### src/rtl/ov7670_cfg_pkg.sv
// Shared definitions for the OV7670 power-up / register-configuration sequencer:
// FSM state encoding, table entry layout, marker entries and small helpers.
package ov7670_cfg_pkg;

  // Sequencer states
  typedef enum logic [3:0] {
    ST_RST_HOLD   = 4'd0,
    ST_PWRUP_WAIT = 4'd1,
    ST_FETCH      = 4'd2,
    ST_DECODE     = 4'd3,
    ST_ISSUE      = 4'd4,
    ST_WAIT_RESP  = 4'd5,
    ST_DELAY      = 4'd6,
    ST_DONE       = 4'd7,
    ST_ERROR      = 4'd8
  } cfg_state_e;

  localparam int unsigned REG_AW = 8;
  localparam int unsigned REG_DW = 8;

  // One table entry: SCCB register address and value
  typedef struct packed {
    logic [REG_AW-1:0] addr;
    logic [REG_DW-1:0] data;
  } cfg_entry_t;

  // Marker entries (never valid register writes)
  localparam cfg_entry_t ENTRY_END      = 16'hFFFF;
  localparam cfg_entry_t ENTRY_DELAY    = 16'hFFF0;
  // COM7 software reset, must be the first table entry
  localparam cfg_entry_t ENTRY_COM7_RST = 16'h1280;

  // Largest of three cycle counts, used to size the shared down-counter
  function automatic int unsigned max3(input int unsigned a,
                                       input int unsigned b,
                                       input int unsigned c);
    int unsigned m;
    m = a;
    if (b > m) m = b;
    if (c > m) m = c;
    return m;
  endfunction

endpackage

### src/rtl/ov7670_init_rom.sv
// Register table for the OV7670 (QVGA, RGB565). Synchronous read, 1-cycle latency.
// Ports:
//   pclk     - clock
//   reset_n  - async active-low reset (output register reads as END)
//   i_addr   - table index
//   o_entry  - registered {addr, data} entry for i_addr of the previous cycle
module ov7670_init_rom
  import ov7670_cfg_pkg::*;
#(
  parameter int unsigned ROM_AW = 8
) (
  input  logic              pclk,
  input  logic              reset_n,
  input  logic [ROM_AW-1:0] i_addr,
  output cfg_entry_t        o_entry
);

  cfg_entry_t w_entry;
  cfg_entry_t r_entry;

  // Table contents; unused addresses read as END
  always_comb begin
    w_entry = ENTRY_END;
    case (int'(i_addr))
      0:  w_entry = ENTRY_COM7_RST;   // COM7: software reset
      1:  w_entry = ENTRY_DELAY;      // settle after reset
      2:  w_entry = 16'h1214;         // COM7: QVGA, RGB
      3:  w_entry = 16'h40D0;         // COM15: RGB565, full range
      4:  w_entry = 16'h8C00;         // RGB444 off
      5:  w_entry = 16'h1101;         // CLKRC: prescaler
      6:  w_entry = 16'h3A04;         // TSLB
      7:  w_entry = 16'h0C04;         // COM3: DCW enable
      8:  w_entry = 16'h3E19;         // COM14: PCLK divide, manual scaling
      9:  w_entry = 16'h703A;         // SCALING_XSC
      10: w_entry = 16'h7135;         // SCALING_YSC
      11: w_entry = 16'h7211;         // SCALING_DCWCTR
      12: w_entry = 16'h73F1;         // SCALING_PCLK_DIV
      13: w_entry = 16'hA202;         // SCALING_PCLK_DELAY
      14: w_entry = 16'h1716;         // HSTART
      15: w_entry = 16'h1804;         // HSTOP
      16: w_entry = 16'h3224;         // HREF
      17: w_entry = 16'h1902;         // VSTART
      18: w_entry = 16'h1A7A;         // VSTOP
      19: w_entry = 16'h030A;         // VREF
      20: w_entry = 16'h4F80;         // MTX1
      21: w_entry = 16'h5080;         // MTX2
      22: w_entry = 16'h5100;         // MTX3
      23: w_entry = 16'h5222;         // MTX4
      24: w_entry = 16'h535E;         // MTX5
      25: w_entry = 16'h5480;         // MTX6
      26: w_entry = 16'h589E;         // MTXS
      27: w_entry = 16'h13E7;         // COM8: AGC/AWB/AEC on
      28: w_entry = 16'h6F9F;         // AWB control
      29: w_entry = 16'h1500;         // COM10
      30: w_entry = ENTRY_END;
      default: w_entry = ENTRY_END;
    endcase
  end

  // Registered read port
  always_ff @(posedge pclk or negedge reset_n) begin
    if (!reset_n) r_entry <= ENTRY_END;
    else          r_entry <= w_entry;
  end

  assign o_entry = r_entry;

endmodule

### src/rtl/ov7670_init_seq.sv
// OV7670 power-up and register-configuration sequencer.
// Releases power-down, holds the camera in hardware reset, waits for power-up,
// then walks the register table and issues each write to the SCCB master.
// Ports:
//   pclk, reset_n          - clock, async active-low reset
//   cam_pwdn, cam_reset_n  - camera power-down / hardware reset pins
//   sccb_valid/ready       - write request handshake to the SCCB master
//   sccb_addr, sccb_data   - register address / value, stable while valid
//   sccb_done, sccb_nack   - transaction completion pulse and NACK flag
//   cfg_done, cfg_error    - sticky completion / failure status
//   cfg_index              - current or last table index
module ov7670_init_seq
  import ov7670_cfg_pkg::*;
#(
  parameter int unsigned HW_RST_CYCLES = 1_000,
  parameter int unsigned PWRUP_CYCLES  = 100_000,
  parameter int unsigned SWRST_CYCLES  = 25_000,
  parameter int unsigned MAX_RETRY     = 3,
  parameter int unsigned ROM_AW        = 8
) (
  input  logic              pclk,
  input  logic              reset_n,
  output logic              cam_pwdn,
  output logic              cam_reset_n,
  output logic              sccb_valid,
  input  logic              sccb_ready,
  output logic [REG_AW-1:0] sccb_addr,
  output logic [REG_DW-1:0] sccb_data,
  input  logic              sccb_done,
  input  logic              sccb_nack,
  output logic              cfg_done,
  output logic              cfg_error,
  output logic [ROM_AW-1:0] cfg_index
);

  localparam int unsigned CNT_MAX = max3(HW_RST_CYCLES, PWRUP_CYCLES, SWRST_CYCLES);
  localparam int unsigned CNT_W   = (CNT_MAX > 1) ? $clog2(CNT_MAX) : 1;
  localparam int unsigned RETRY_W = (MAX_RETRY > 0) ? $clog2(MAX_RETRY + 1) : 1;

  localparam logic [CNT_W-1:0]   HW_LOAD    = CNT_W'(HW_RST_CYCLES - 1);
  localparam logic [CNT_W-1:0]   PWRUP_LOAD = CNT_W'(PWRUP_CYCLES - 1);
  localparam logic [CNT_W-1:0]   SWRST_LOAD = CNT_W'(SWRST_CYCLES - 1);
  localparam logic [RETRY_W-1:0] RETRY_MAX  = RETRY_W'(MAX_RETRY);
  localparam logic [ROM_AW-1:0]  IDX_LAST   = '1;

  cfg_state_e          r_state, w_state_nxt;
  logic [CNT_W-1:0]    r_cnt, w_cnt_nxt;
  logic [ROM_AW-1:0]   r_index, w_index_nxt;
  logic [RETRY_W-1:0]  r_retry, w_retry_nxt;
  logic                r_valid, w_valid_nxt;
  logic [REG_AW-1:0]   r_addr, w_addr_nxt;
  logic [REG_DW-1:0]   r_data, w_data_nxt;
  logic                r_cam_pwdn;
  logic                r_cam_reset_n, w_cam_reset_n_nxt;
  logic                r_cfg_done;
  logic                r_cfg_error;
  cfg_entry_t          w_rom_entry;

  ov7670_init_rom #(
    .ROM_AW (ROM_AW)
  ) u_rom (
    .pclk    (pclk),
    .reset_n (reset_n),
    .i_addr  (r_index),
    .o_entry (w_rom_entry)
  );

  // Next-state, counter, retry and next-output logic
  always_comb begin
    w_state_nxt       = r_state;
    w_cnt_nxt         = r_cnt;
    w_index_nxt       = r_index;
    w_retry_nxt       = r_retry;
    w_valid_nxt       = 1'b0;
    w_addr_nxt        = r_addr;
    w_data_nxt        = r_data;
    w_cam_reset_n_nxt = r_cam_reset_n;

    case (r_state)
      // Hold count starts once power-down has been released
      ST_RST_HOLD: begin
        if (!r_cam_pwdn) begin
          if (r_cnt == '0) begin
            w_state_nxt       = ST_PWRUP_WAIT;
            w_cnt_nxt         = PWRUP_LOAD;
            w_cam_reset_n_nxt = 1'b1;
          end else begin
            w_cnt_nxt = r_cnt - CNT_W'(1);
          end
        end
      end

      ST_PWRUP_WAIT: begin
        if (r_cnt == '0) w_state_nxt = ST_FETCH;
        else             w_cnt_nxt   = r_cnt - CNT_W'(1);
      end

      ST_FETCH: w_state_nxt = ST_DECODE;

      ST_DECODE: begin
        if (w_rom_entry == ENTRY_END) begin
          w_state_nxt = ST_DONE;
        end else if (w_rom_entry == ENTRY_DELAY) begin
          w_state_nxt = ST_DELAY;
          w_cnt_nxt   = SWRST_LOAD;
        end else begin
          w_state_nxt = ST_ISSUE;
          w_valid_nxt = 1'b1;
          w_addr_nxt  = w_rom_entry.addr;
          w_data_nxt  = w_rom_entry.data;
        end
      end

      ST_ISSUE: begin
        if (r_valid && sccb_ready) w_state_nxt = ST_WAIT_RESP;
        else                       w_valid_nxt = 1'b1;
      end

      // Done pulses outside this state are ignored
      ST_WAIT_RESP: begin
        if (sccb_done) begin
          if (sccb_nack) begin
            if (r_retry < RETRY_MAX) begin
              w_retry_nxt = r_retry + RETRY_W'(1);
              w_state_nxt = ST_ISSUE;
              w_valid_nxt = 1'b1;
            end else begin
              w_state_nxt = ST_ERROR;
            end
          end else begin
            w_retry_nxt = '0;
            w_index_nxt = r_index + ROM_AW'(1);
            // Index wrapping means the table has no END marker
            w_state_nxt = (r_index == IDX_LAST) ? ST_ERROR : ST_FETCH;
          end
        end
      end

      ST_DELAY: begin
        if (r_cnt == '0) begin
          w_index_nxt = r_index + ROM_AW'(1);
          w_state_nxt = (r_index == IDX_LAST) ? ST_ERROR : ST_FETCH;
        end else begin
          w_cnt_nxt = r_cnt - CNT_W'(1);
        end
      end

      ST_DONE:  w_state_nxt = ST_DONE;
      ST_ERROR: w_state_nxt = ST_ERROR;
      default:  w_state_nxt = ST_ERROR;
    endcase
  end

  // State, counter and registered outputs
  always_ff @(posedge pclk or negedge reset_n) begin
    if (!reset_n) begin
      r_state       <= ST_RST_HOLD;
      r_cnt         <= HW_LOAD;
      r_index       <= '0;
      r_retry       <= '0;
      r_valid       <= 1'b0;
      r_addr        <= '0;
      r_data        <= '0;
      r_cam_pwdn    <= 1'b1;
      r_cam_reset_n <= 1'b0;
      r_cfg_done    <= 1'b0;
      r_cfg_error   <= 1'b0;
    end else begin
      r_state       <= w_state_nxt;
      r_cnt         <= w_cnt_nxt;
      r_index       <= w_index_nxt;
      r_retry       <= w_retry_nxt;
      r_valid       <= w_valid_nxt;
      r_addr        <= w_addr_nxt;
      r_data        <= w_data_nxt;
      r_cam_pwdn    <= 1'b0;
      r_cam_reset_n <= w_cam_reset_n_nxt;
      // Status lags the terminal state by one cycle
      r_cfg_done    <= (r_state == ST_DONE);
      r_cfg_error   <= (r_state == ST_ERROR);
    end
  end

  assign cam_pwdn    = r_cam_pwdn;
  assign cam_reset_n = r_cam_reset_n;
  assign sccb_valid  = r_valid;
  assign sccb_addr   = r_addr;
  assign sccb_data   = r_data;
  assign cfg_done    = r_cfg_done;
  assign cfg_error   = r_cfg_error;
  assign cfg_index   = r_index;

endmodule

### config.mk
export PLATFORM = sky130hd
export DESIGN_NAME = ov7670_init_seq
export DESIGN_NICKNAME = d
export VERILOG_FILES = /design/src/rtl/ov7670_cfg_pkg.sv /design/src/rtl/ov7670_init_rom.sv /design/src/rtl/ov7670_init_seq.sv
export SDC_FILE = /design/constraint.sdc
export NUM_CORES = 1
export LEC_CHECK = 0
export CAP_MARGIN = 25
export CORE_ASPECT_RATIO = 0.75
export CORE_UTILIZATION = 63
export DETAILED_ROUTE_END_ITERATION = 8
export PLACE_DENSITY = 0.86
export SETUP_SLACK_MARGIN = 0.15
export SLEW_MARGIN = 20
export SYNTH_ARGS = -nofsm -noshare
export SYNTH_HDL_FRONTEND = slang
export SYNTH_HIERARCHICAL = 1
export SYNTH_SLANG_ARGS = --single-unit
### constraint.sdc
create_clock -name pclk -period 4.6 [get_ports pclk]
set_input_delay 1.15 -clock pclk [delete_from_list [all_inputs] [get_ports pclk]]
set_output_delay 1.15 -clock pclk [all_outputs]
set_load 0.05 [all_outputs]
# Word-level counts from Yosys, hierarchy flattened
# Memories as Yosys holds them, arrays and structs flattened.
# Cells that the tools add are included.
# Widths: inputs -> output; s select.
# op_classes
n_bitwise	3
reduce_logical	13
add_sub_neg	3
eq_ne	22
muxes	32
n_lt_le_gt_ge	1
# ops
cell	n
$mux 17	5
$pmux 17 s3	1
$mux 4	9
$eq 16x16->1 const B	2
$pmux 4 s8	1
$mux 8	3
$ne 2x2->1 const B	10
$logic_not 17->1	1
$sub 17x1->17 const B	1
$eq 4x3->1 const B	4
$mux 16	1
$pmux 8 s2	1
$reduce_and 3->1	3
$add 8x1->8 const B	1
$eq 4x2->1 const B	2
$eq 8x8->1 const B	1
$mux 2	4
$mux 1	6
$reduce_and 6->1	1
$reduce_and 5->1	1
$eq 4x1->1 const B	1
$eq 4x4->1 const B	1
$logic_not 4->1	1
$reduce_and 4->1	1
other kinds (10)	12
# totals
out_inout_bits	29
romBits	512
input_bits	5
register_bits	68
memories	1
word_cells	88
# mem_list
name	words	width	rd	rd_ports_with_merged_regs	write_ports	line	source
(name not given)	32	16	1	0	0	ov7670_init_rom.sv:24	case (int'(i_addr))

# Depth between registers and ports, before layout
# depth
ltp_word	5
ltp_mapped	9
mapped_depth_nobuf	7

# Hierarchy
# Netlist, hierarchy kept.
# by_module_without_submodules
module	cells_per_inst	instances	area_per_inst_um2	seq_area_each_um2
ov7670_init_seq	283	1	2874.0	1312.5
ov7670_init_rom	146	1	1261.2	420.4

# Worst setup path before layout
# No wires, ideal clock.
# synth_timing
path_type	flip-flop to flip-flop
startpoint	reg r_cnt[0]
endpoint	reg r_cnt[13]
period_less_slack_ns	2.338
stages_incl_launch_ff	10
setup_time_ns	0.123
path_buffers	2
arrival_ns	2.215
slack_ns	2.262
required_ns	4.477
cell_sequence	dfstp_2 inv_1 ha_1 nor3b_1 nand4_2 or3_1 buf_6 and2_4 buf_6 o221a_1
# synth_via
elab_chain_len	4
word_cells_on_any_way	8
classes_between	1 x add/sub; 1 x eq/ne; 4 x mux; 2 x reduce/logical
# synth_lines
item	line	source
start, declared	ov7670_init_seq.sv:47	logic [CNT_W-1:0] r_cnt, w_cnt_nxt;
start signal, assigned	ov7670_init_seq.sv:170	r_cnt <= w_cnt_nxt;
$sub 17x1->17 or $logic_not 17->1 (tied branches)	--	
$mux 17	ov7670_init_seq.sv:83	if (r_cnt == '0) begin
$mux 17	ov7670_init_seq.sv:82	if (!r_cam_pwdn) begin
$pmux 17 s3	ov7670_init_seq.sv:79	case (r_state)
# Several ways; a longest one is shown, not always the timed one. The select of a mux whose other input is x is not followed.
# A chain may end at the register's enable or synchronous reset.

# Worst setup path after layout
# layout_timing
startpoint	reg r_index[4], in the netlist cfg_index[4]
endpoint	out cfg_index[4]
# layout_lines
item	line	source
start, declared	ov7670_init_seq.sv:48	logic [ROM_AW-1:0] r_index, w_index_nxt;
start signal, assigned	ov7670_init_seq.sv:171	r_index <= w_index_nxt;
end, declared	ov7670_init_seq.sv:33	output logic [ROM_AW-1:0] cfg_index
# No word-level cell between the ends.

==> run summary <==
# fillers = 447
fin util = 74.6%
Routed Antenna Nets = 0
H-tree depth = 3
Hold Fails Final Rpt = 0
layout cell share with drive strength beyond 1 = 17.0%
Via-to-Cell Ratio = 6.80
Final Cell Area = 4710 um2
clock skew = 0.0160 ns
DRT iter0 DRCs = 464
crit share post-route = 71.7%
FP Rows = 25
grt met1 use = 47.5%
Area contributors post-synth = dfrtp_1 26%, dfstp_2 16%, mux2_2 4.9%
Final Max Slew Viols = 0
Pleak = 2.00 nW
Clock Sinks = 68
Critical Setup Path Class = register to output port
peak supply drop = 225 uV
CP Capture Type = output port
Starting Density = 65.4%
grt met2 use = 41.7%
Top FF cell, synth = dfrtp_1
most used routing layer = met1
outcome = finished clean
relative slew slack = 43.9%
Seq/Total Area, Yosys = 41.9%
Critical Path Fanout Max = 26
#FFs+latches synth = 68
FFs w/ async S/R, synth = 100%
# setup viols final = 0
core area = 6320 um2
worst skew pair latency = 0.36 ns
Post-CTS Setup Bufs = 0
CP max-delay cell = clkdlybuf4s50_1
Arr. time, crit path = 2.15 ns
antenna violations before repair = 0
Hold Buf Count CTS = 0
# IOs = 34
vias in the first global route = 3,194
largest net degree at the start of global routing = 43
Cell Chain, Critical Path = clkdlybuf4s50_1
Reg clk slew, reported paths = 0.09 ns
global route overflow = 0
Buf/Inv on CP = 1
PostCTS Resize Cnt = 0
delay-heaviest family, CP = buffers and inverters
Post-synth EDFFs = 0
die height = 72.2 um
# DRC = 0
Pint = 0.969 mW
fin crit period = 3.30 ns
DIE AREA = 6900 um2
port bufs = 33
met3 Use GR = 9.22%
Yosys top cell area share = 26.0%
Clock power frac = 49.7%
combinational group share of total power = 1.6%
Area growth syn-to-layout = 14.0%
RSZ-0062 raised after global routing = false
hold slack = 0.485 ns
CTS tree = yes
Critical Path RT = 3.45 ns
HPWL after detailed placement = 6.98 mm
Slowest Stage Delay on Critical Path = 0.94 ns
GPL Wtd Cong = 0.973
clk buf depth = 2
Num CTS Buffers = 9
pwr dens = 262 nW/um2
most frequent cells in the layout = 43 x dfrtp_1, 34 x nand2_1, 32 x clkdlybuf4s50_1
Net Switching = 0.266 mW
diode count = 0
most common cell after layout, fill and taps aside = dfrtp_1
Sw Share = 21.6%
Layout Cells excl Fill = 540
Fin Setup TNS = 0 ns
overall routing resource usage = 30.9%
Post-Syn Nets = 445
Max-Cap Viols = 0
die boundary width = 95.6 um
Synth area leader = dfrtp_1
vias post-DR = 3,674
Sequential Power Share = 48.7%
Area after DPL = 4460 um2
Mapped Cells = 429
Startpoint Class = register
hold crit path type = register to register
f_max = 0.303 GHz
syn avg cell area = 9.64 um2
synthesized area = 4140 um2
synth unique cells = 73
Routed wire per std cell = 19.0 um
Worst-Margin Slew = 0.834 ns
number of nets in the layout = 470
Ys Warns = 6
first-pass GRT wire length = 16.1 mm
Inst Count DP = 523
clk root buf = clkbuf_8
final wirelength = 10.2 mm
Initial DRT Pass Iterations = 7
==> stage by stage <==
step                      power, mW  setup WS [ns]
after detailed placement      0.633           1.69
after global routing           1.27           1.23
final                          1.23           1.30
after floorplan               0.615           2.26
after CTS                      1.24           1.30
after global placement        0.632           1.71
==> synth_stat cells (5+ instances only) <==
master,instances
mux2i_1,8
nand2b_1,9
xor2_1,6
or3_1,5
nand2_1,34
a21oi_1,20
dfstp_2,25
nor3_1,20
clkbuf_1,9
nor2b_1,6
mux2_2,18
ha_1,11
o211ai_1,8
o211a_1,5
nand4_1,6
nand3_1,16
a31oi_1,11
nor2_1,26
o21ai_0,15
inv_1,12
buf_2,10
dfrtp_1,43
and3_1,7
==> worst paths after layout <==
kind	slack [ns]	start	endpoint	cells past startpoint
worst max-delay path	1.30	cfg_index[4]	cfg_index[4]	1
worst min-delay path	0.49	cam_reset_n	cam_reset_n	1
worst max register to register	1.80	r_cnt[0]	r_cnt[3]	7
worst min register to register	0.49	cam_reset_n	cam_reset_n	1
max in group asynchronous	2.80	reset_n	u_rom/o_entry[8]	2
min in group asynchronous	0.85	reset_n	cfg_index[5]	1
==> registers in the layout, indices dropped and copies added, names as in the netlist <==
register       cells
r_cnt             17
u_rom/o_entry     16
cfg_index          8
sccb_addr          8
sccb_data          8
r_state            4
r_retry            2
cam_pwdn           1
cam_reset_n        1
cfg_done           1
cfg_error          1
sccb_valid         1
==> area by class of cell <==
type	count	area, um2	area share (%)
sequential	68	1730	36.8
inverter	13	48.8	1.04
clock inverter	7	123	2.60
timing repair buffer	38	367	7.78
clock buffer	9	124	2.63
multi-input combinational	324	2220	47.0
tap	81	101	2.15
==> routing by layer <==
metal | part of all wire [%] | vias up
li1 | - | 1666
met1 | 45 | 1761
met2 | 43 | 222
met3 | 10 | 25
met4 | 1.8 | 0
met5 | 0 | -
==> cell families (layout without fill, tap and decap cells) <==
| logic type | Yosys count | count (layout) | synth area share, % |
|---|---|---|---|
| and+or+nand+nor | 158 | 158 | 20.5 |
| muxes | 27 | 27 | 7.38 |
| other | 1 | 1 | 0.0907 |
| buffers and inverters | 37 | 67 | 4.48 |
| DFF | 68 | 68 | 41.9 |
| xor gates and xnor gates | 8 | 8 | 1.69 |
| adders and majority gates | 11 | 11 | 3.33 |
| AOI/OAI and AO/OA | 119 | 119 | 20.6 |
==> power by group through the flow <==
stage | logic, mW | registers [mW] | clock network, mW
2_1_floorplan | 0.00195 | 0.613 | 0
3_3_place_gp | 0.0208 | 0.612 | 0
3_5_place_dp | 0.0211 | 0.612 | 0
4_1_cts | 0.0212 | 0.601 | 0.618
5_1_grt | 0.0233 | 0.601 | 0.644
6_report | 0.0204 | 0.601 | 0.614
(Power assumes the default switching activity.)
